$ cat src/rtl/seq_divider_pkg.sv
// Shared definitions for the sequential restoring divider.
// Contents:
//   state_e - sequencer state encoding (IDLE=0, RUN=1, DONE=2)
package seq_divider_pkg;

  typedef enum logic [1:0] {
    IDLE = 2'd0,
    RUN  = 2'd1,
    DONE = 2'd2
  } state_e;

endpackage

$ cat src/rtl/seq_divider_sub.sv
// seq_divider_sub: unsigned N-bit subtractor, the divider's only arithmetic unit.
// Ports:
//   a    in  N  minuend
//   b    in  N  subtrahend
//   z    out N  a - b (modulo 2^N)
//   cout out 1  carry out; 1 means no borrow (a >= b)
module seq_divider_sub #(
  parameter int N = 33
) (
  input  logic [N-1:0] a,
  input  logic [N-1:0] b,
  output logic [N-1:0] z,
  output logic         cout
);

  logic [N:0] sum_s;

  // Two's-complement subtract; the carry out of the top bit is the no-borrow flag.
  always_comb begin
    sum_s = {1'b0, a} + {1'b0, ~b} + {{N{1'b0}}, 1'b1};
    z     = sum_s[N-1:0];
    cout  = sum_s[N];
  end

endmodule

$ cat src/rtl/seq_divider.sv
// seq_divider: unsigned N-bit restoring divider producing one quotient bit per clock.
// Ports:
//   clk          in  1  rising-edge clock
//   rst          in  1  synchronous active-high reset
//   start        in  1  request, accepted only while not busy
//   dividend     in  N  numerator, sampled on the accepting edge
//   divisor      in  N  denominator, sampled on the accepting edge
//   busy         out 1  high while iterating
//   done         out 1  one-cycle pulse when results become valid
//   quotient     out N  result, held until the next accepted start
//   remainder    out N  result, held until the next accepted start
//   div_by_zero  out 1  set with done when divisor was zero, held like results
module seq_divider
  import seq_divider_pkg::*;
#(
  parameter int N = 32
) (
  input  logic         clk,
  input  logic         rst,
  input  logic         start,
  input  logic [N-1:0] dividend,
  input  logic [N-1:0] divisor,
  output logic         busy,
  output logic         done,
  output logic [N-1:0] quotient,
  output logic [N-1:0] remainder,
  output logic         div_by_zero
);

  localparam int CNT_W = $clog2(N + 1);
  localparam logic [CNT_W-1:0] CNT_INIT = CNT_W'(N);
  localparam logic [CNT_W-1:0] CNT_ONE  = CNT_W'(1);
  localparam logic [N-1:0]     DIV_ZERO_Q = {N{1'b1}};

  state_e           state_q, state_d;
  logic [N-1:0]     q_q, q_d;
  logic [N-1:0]     r_q, r_d;
  logic [N-1:0]     d_q, d_d;
  logic [CNT_W-1:0] cnt_q, cnt_d;
  logic             dbz_q, dbz_d;
  logic             busy_q, busy_d;
  logic             done_q, done_d;

  // Partial remainder shifted left with the next dividend bit; N+1 bits since R < D.
  logic [N:0] sub_a_s;
  logic [N:0] sub_z_s;
  logic       sub_cout_s;

  assign sub_a_s = {r_q, q_q[N-1]};

  seq_divider_sub #(.N(N + 1)) u_sub (
    .a    (sub_a_s),
    .b    ({1'b0, d_q}),
    .z    (sub_z_s),
    .cout (sub_cout_s)
  );

  // Next-state and datapath update for the whole sequencer.
  always_comb begin
    state_d = state_q;
    q_d     = q_q;
    r_d     = r_q;
    d_d     = d_q;
    cnt_d   = cnt_q;
    dbz_d   = dbz_q;
    busy_d  = 1'b0;
    done_d  = 1'b0;
    case (state_q)
      IDLE, DONE: begin
        if (start) begin
          if (divisor != {N{1'b0}}) begin
            d_d     = divisor;
            q_d     = dividend;
            r_d     = {N{1'b0}};
            cnt_d   = CNT_INIT;
            dbz_d   = 1'b0;
            busy_d  = 1'b1;
            state_d = RUN;
          end else begin
            // Zero divisor resolves immediately with the conventional all-ones quotient.
            q_d     = DIV_ZERO_Q;
            r_d     = dividend;
            dbz_d   = 1'b1;
            done_d  = 1'b1;
            state_d = DONE;
          end
        end else begin
          state_d = IDLE;
        end
      end
      RUN: begin
        // Restore decision: keep the difference only when the trial subtract did not borrow.
        if (sub_cout_s) begin
          r_d = sub_z_s[N-1:0];
          q_d = {q_q[N-2:0], 1'b1};
        end else begin
          r_d = sub_a_s[N-1:0];
          q_d = {q_q[N-2:0], 1'b0};
        end
        cnt_d = cnt_q - CNT_ONE;
        if (cnt_q == CNT_ONE) begin
          done_d  = 1'b1;
          state_d = DONE;
        end else begin
          busy_d  = 1'b1;
          state_d = RUN;
        end
      end
      default: begin
        state_d = IDLE;
      end
    endcase
  end

  // State, datapath and output registers with synchronous reset.
  always_ff @(posedge clk) begin
    if (rst) begin
      state_q <= IDLE;
      q_q     <= {N{1'b0}};
      r_q     <= {N{1'b0}};
      d_q     <= {N{1'b0}};
      cnt_q   <= {CNT_W{1'b0}};
      dbz_q   <= 1'b0;
      busy_q  <= 1'b0;
      done_q  <= 1'b0;
    end else begin
      state_q <= state_d;
      q_q     <= q_d;
      r_q     <= r_d;
      d_q     <= d_d;
      cnt_q   <= cnt_d;
      dbz_q   <= dbz_d;
      busy_q  <= busy_d;
      done_q  <= done_d;
    end
  end

  assign busy        = busy_q;
  assign done        = done_q;
  assign quotient    = q_q;
  assign remainder   = r_q;
  assign div_by_zero = dbz_q;

endmodule

$ cat config.mk
export PLATFORM = sky130hd
export DESIGN_NAME = seq_divider
export DESIGN_NICKNAME = d
export VERILOG_FILES = /design/src/rtl/seq_divider_pkg.sv /design/src/rtl/seq_divider_sub.sv /design/src/rtl/seq_divider.sv
export SDC_FILE = /design/constraint.sdc
export NUM_CORES = 1
export LEC_CHECK = 0
export ABC_AREA = 1
export BUFFER_PORTS_ARGS = -buffer_cell sky130_fd_sc_hd__buf_4
export CORE_ASPECT_RATIO = 1.4
export CORE_MARGIN = 1
export CORE_UTILIZATION = 36
export DETAILED_ROUTE_END_ITERATION = 16
export SLEW_MARGIN = 20
export SYNTH_ARGS = -nofsm -noshare
export SYNTH_HDL_FRONTEND = slang
export SYNTH_SLANG_ARGS = --single-unit
$ cat constraint.sdc
create_clock -name clk -period 2.6 [get_ports clk]
set_input_delay 0 -clock clk [delete_from_list [all_inputs] [get_ports clk]]
set_output_delay 0 -clock clk [all_outputs]
set_load 0.02 [all_outputs]
### After elaboration in Yosys (flattened, before gate mapping)

Index checks and enable logic that the tools add are counted.

* word-level logic and storage cells: 48
* bits in registers: 107

* $add $sub $neg: 3
* bitwise operators: 1
* multiplexer cells: 23
* reductions and logical operators: 8
* equal/unequal tests: 5

Operators by type and width (number)
* two-way mux 32 bit: 5
* one-hot mux 32 bit (2 select lines): 2
* adder 33 x 33 -> 34 bit: 1
* adder 34 x 1 -> 34 bit (second input constant): 1
* NOT 32 -> 33 bit: 1
* nonzero test 32 bit: 1
* two-way mux 6 bit: 2
* one-hot mux 6 bit (2 select lines): 1
* two-way mux 1 bit: 7
* == test 6 x 1 -> 1 bit (second input constant): 1
* two-way mux 2 bit: 3
* AND reduction 3 bit: 2
* subtractor 6 x 1 -> 6 bit (second input constant): 1
* inequality test 2 bit (second input constant): 2
* one-hot mux 1 bit (2 select lines): 2
* one-hot mux 2 bit (2 select lines): 1
* AND reduction 2 bit: 2
* == test 2 x 1 -> 1 bit (second input constant): 1
* == test 2 bit (second input constant): 1
* zero test 2 bit: 1
* nonzero test 2 bit: 1
* OR reduction 2 bit: 1

### Depth between registers and ports, before layout

* word-level depth: 5
* gate-level depth with buffers: 18
* depth with buffers taken out: 17

### Modules after synthesis

From an unflattened synthesis, not the netlist that was laid out.

* cells, all modules: 1267
* area total of the unflattened synthesis: 7637.3 sq um

By module, submodules not included
* seq_divider: sequential area each 2102.0 sq um, area an instance 4997.3 sq um, cells each 695, instances 1
* seq_divider_sub: sequential area each 0.0 sq um, area an instance 2640.0 sq um, cells each 572, instances 1

### Worst setup path before layout

No wires, ideal clock.

* kind: flip-flop to flip-flop
* start point: reg q_q[31], in the netlist quotient[31]
* end point: reg r_q[22], in the netlist remainder[22]
* path buffers: 0
* stages on the path, launching flop included: 17
* setup slack: 0.545 ns
* data required time: 2.472 ns
* arrival time: 1.927 ns
* clock period less this slack: 2.055 ns
* cells stage by stage: dfxtp_1 inv_1 ha_1 inv_1 fa_1 nand3_1 nand3_1 nand2_1 nand2_1 nand2_1 nand2_1 nand2_1 nand3b_1 nand3_1 nor2_1 nor2_1 nor2_1

* cells in the longest elaborated chain, start to end: 4

RTL lines
* start: declaration: RTL line seq_divider.sv:36 `logic [N-1:0] q_q, q_d;`
* start signal: assignment: RTL line seq_divider.sv:119 `q_q <= {N{1'b0}};`
* start signal: assignment: RTL line seq_divider.sv:128 `q_q <= q_d;`
* adder 33 x 33 -> 34 bit: RTL line seq_divider_sub.sv:20 `sum_s = {1'b0, a} + {1'b0, ~b} + {{N{1'b0}}, 1'b1};`
* adder 34 x 1 -> 34 bit: RTL line seq_divider_sub.sv:20
* two-way mux 32 bit: RTL line seq_divider.sv:93 `if (sub_cout_s) begin`
* one-hot mux 32 bit (2 select lines): RTL line seq_divider.sv:68 `case (state_q)`
* end signal: assignment: RTL line seq_divider.sv:120 `r_q <= {N{1'b0}};`
* end signal: assignment: RTL line seq_divider.sv:129 `r_q <= r_d;`
* end: declaration: RTL line seq_divider.sv:37 `logic [N-1:0] r_q, r_d;`

Every way passes these cells.
A chain may end at the register's enable or synchronous reset.

### Worst setup path in the final report

* start point: reg r_q[10], in the netlist remainder[10]
* end point: reg r_q[0], in the netlist remainder[0]

* cells in the longest elaborated chain, start to end: 4

RTL lines (RTL line)
* adder 33 x 33 -> 34 bit: seq_divider_sub.sv:20
* adder 34 x 1 -> 34 bit: seq_divider_sub.sv:20
* two-way mux 32 bit: seq_divider.sv:93
* one-hot mux 32 bit (2 select lines): seq_divider.sv:68

Every way passes these cells.

==> results.toml <==
[synth]
syn_area_mm2 = 0.00734
synthDistinctLibCells = 45
ys_top_cells_by_area = "dfxtp_1, nand2_1, inv_1, nand3_1, ha_1"
synth.most_common_cell = "nand2_1"
syn_area_per_cell_um2 = 6.20
synth_top_area_cell = "dfxtp_1"
yosysWarnings = 0
synth-edff-count = 0
synthTopCellsByCount = "nand2_1, inv_1, dfxtp_1"
synth_top_area_share_pct = 28.6
synth_flop_cell = "dfxtp_1"
ys_seq_area_share_pct = 28.6
ys_seq_elements = 105
syn-num-nets = 1286
ys_async_sr_fraction_pct = 0
syn_inst = 1184

[drt]
route.detailed.drc = 0
ant_nets = 0
drt-wirelength-per-cell_um = 15.4
routed_wl_um = 24900
first_pass_iters = 7
vias_per_cell = 5.05
first_iter_violations = 589
num_vias = 8175

[global_routing]
top_usage_layer = "met2"
antenna_found_initial = 0
grt_pass1_wl_um = 38800
first_global_vias = 7588
use_met2_pct = 39.2
met3_usage_pct = 3.17
grt_max_degree = 72
grt_usage_pct = 24.1
met1_usage_pct = 31.8
grt-ovfl-total = 0

[pwr]
finalPower_mw = 6.33
p_clk_share_pct = 22.0
leakage_nw = 4.88
p_seq_share_pct = 30.1
pwr-share-comb_pct = 47.9
irDropWorstVdd_mv = 0.328
p_sw_mw = 2.77
switching_share_pct = 43.8
intPower_mw = 3.55
p_per_area_mw_per_mm2 = 666

[run]
cap_violations = 0

[setup_path]
crit_buf_inv = 4
slowest_delay_ns = 0.44
cpLargestDelayFamily = "simple AND/OR/NAND/NOR gates"
cp-end-kind = "flip-flop"
timing_worst_setup_path_type = "flip-flop to flip-flop"
crit_path_start_kind = "flip-flop"
worstPathMaxFanout = 21
critPathArrivalTime_ns = 2.74
crit_top_cell = "nand2_1"
path_cells = "ha_1, nand2_1, inv_1, a21oi_1, o21ai_1, inv_1, nand2_2, nand2_4, nand2_8, buf_4, nand2_1, nand2_1, o21ai_1, nand2_1, inv_1"
cp.required_ns = 2.92
slowest_stage = "dfxtp_1"
r2r_setup_slack_ns = 0.17

[cts]
path_clk_slew_ns = 0.08
cts_buffers = 9
post-cts-setup-buffers = 0
cts_tree = "built"
cts.sinks = 105
cts-root-buf = "clkbuf_16"
htree_levels = 3
insertion_delay_ns = 0.37
clk_path_buf_depth = 2

[sta]
skew_ns = 0.00848
final.min_clock_period_ns = 2.43
hold_viol = 0
maxSlewViolCount = 0
rsz0062_at_grt = "false"
setup_tns_ns = 0
worstMarginPinSlew_ns = 0.674
slew_headroom_pct = 55.0
clock.fmax_ghz = 0.412
period_share_pct = 93.4
finalSetupViolCount = 0

[placed_design]
io_buffer_count = 133
dpl.hpwl_um = 19300
globalplace.congestion = 0.951

[finish]
fill_cells = 2093
area_delta_synth_final_pct = 29.4
drive_above_1_share_pct = 15.7
antenna_cells = 0
fin_nets = 1463

[die]
die_y_um = 171
start_util_pct = 36.9
core.rowCount = 61
dieArea_mm2 = 0.0210
design.core.area_mm2 = 0.0199
fp.dieW_um = 123
io_pins = 134

[worst_hold_path]
min_path_type = "input pin to flip-flop"

[status]
status = "complete, no violations"
[cell families (layout without fill, tap and decap cells)]
group	Yosys count	in the layout	synth area share, %
buffers and inverters	243	425	13.2
AO/OA/AOI/OAI	199	199	16.2
adder cells (fa/ha/maj)	35	35	6.06
AND/OR/NAND/NOR	587	587	34.2
XOR/XNOR	15	15	1.79
flip-flops	105	105	28.6
[tightest hold or removal path: stages]
cell	delay (ns)
buf_4	0.12
nand3_1	0.07
nand2_1	0.04
inv_1	0.05
a21oi_1	0.05
[power groups by stage]
stage	Clock [mW]	Sequential, mW	Combinational, mW
2_1_floorplan	0	2.03	1.92
5_1_grt	1.49	1.92	3.36
6_report	1.39	1.91	3.03
4_1_cts	1.42	1.90	3.01
3_5_place_dp	0	1.94	2.93
3_3_place_gp	0	1.94	2.94
[layout by cell type, fill, tap and decap left out, drive strengths merged]
| cell | count |
|---|---|
| a41oi | 23 |
| nor3 | 11 |
| a22o | 1 |
| a211oi | 1 |
| a21oi | 78 |
| nor2 | 107 |
| nand3b | 3 |
| ha | 34 |
| buf | 167 |
| o21bai | 8 |
| nor2b | 1 |
| a22oi | 17 |
| a21boi | 1 |
| xor2 | 15 |
| dlygate4sd3 | 47 |
| nand4 | 11 |
| nand3 | 97 |
| dfxtp | 105 |
| and3 | 1 |
| clkinvlp | 1 |
| fa | 1 |
| a31oi | 12 |
| o21ai | 58 |
| or2 | 4 |
| nor4 | 7 |
| nand2 | 340 |
| clkinv | 3 |
| inv | 197 |
| clkbuf | 10 |
| and2 | 5 |
[per-stage QoR]
step	utilization [%]	setup slack [ns]	hold WS [ns]	cell area, um2	std cells
CTS	47.7	0.165	0.00127	9500	1618
global route	47.7	0.0210	0.0118	9510	1618
global placement	43.9	0.213	0.272	8740	1555
floorplan	-	0.545	0.135	7340	1184
detailed placement	43.9	0.189	0.269	8740	1555
finish	47.7	0.171	0.0107	9510	1618
[timing repair]
action	CTS	global route
endpoints found under the hold margin	51	0
gates resized for setup	0	1
endpoints found under the setup margin	0	2
hold buffers	47	0
[path summary, 6_finish.rpt]
kind,startpoint,endpoint,cells past startpoint
worst max-delay path,remainder[10]$_SDFFE_PP0P_,remainder[0]$_SDFFE_PP0P_,15
worst min register to register,d_q[7]$_SDFFE_PP0P_,d_q[7]$_SDFFE_PP0P_,2
worst max register to register,remainder[10]$_SDFFE_PP0P_,remainder[0]$_SDFFE_PP0P_,15
worst min-delay path,dividend[31],remainder[31]$_SDFFE_PP0P_,5
[flip-flops by register name (all words and copies together) (netlist names)]
| name | flops |
|---|---|
| d_q | 32 |
| quotient | 32 |
| remainder | 32 |
| cnt_q | 6 |
| busy | 1 |
| div_by_zero | 1 |
| done | 1 |
[cell type report]
cell class,instances,area (um2),area share (%)
repair buffers,214,1790,18.8
well taps,252,315,3.32
flip-flops and latches,105,2100,22.1
clock inverters,6,50.0,0.527
multi-input cells,836,4280,45.0
inverters,195,733,7.71
clock buffers,10,239,2.51
[metal layers]
metal | vias up | routed length [um]
li1 | 4169 | -
met1 | 3691 | 11000
met2 | 277 | 11500
met3 | 38 | 1540
met4 | 0 | 826
met5 | - | 0
(Power assumes the default switching activity.)
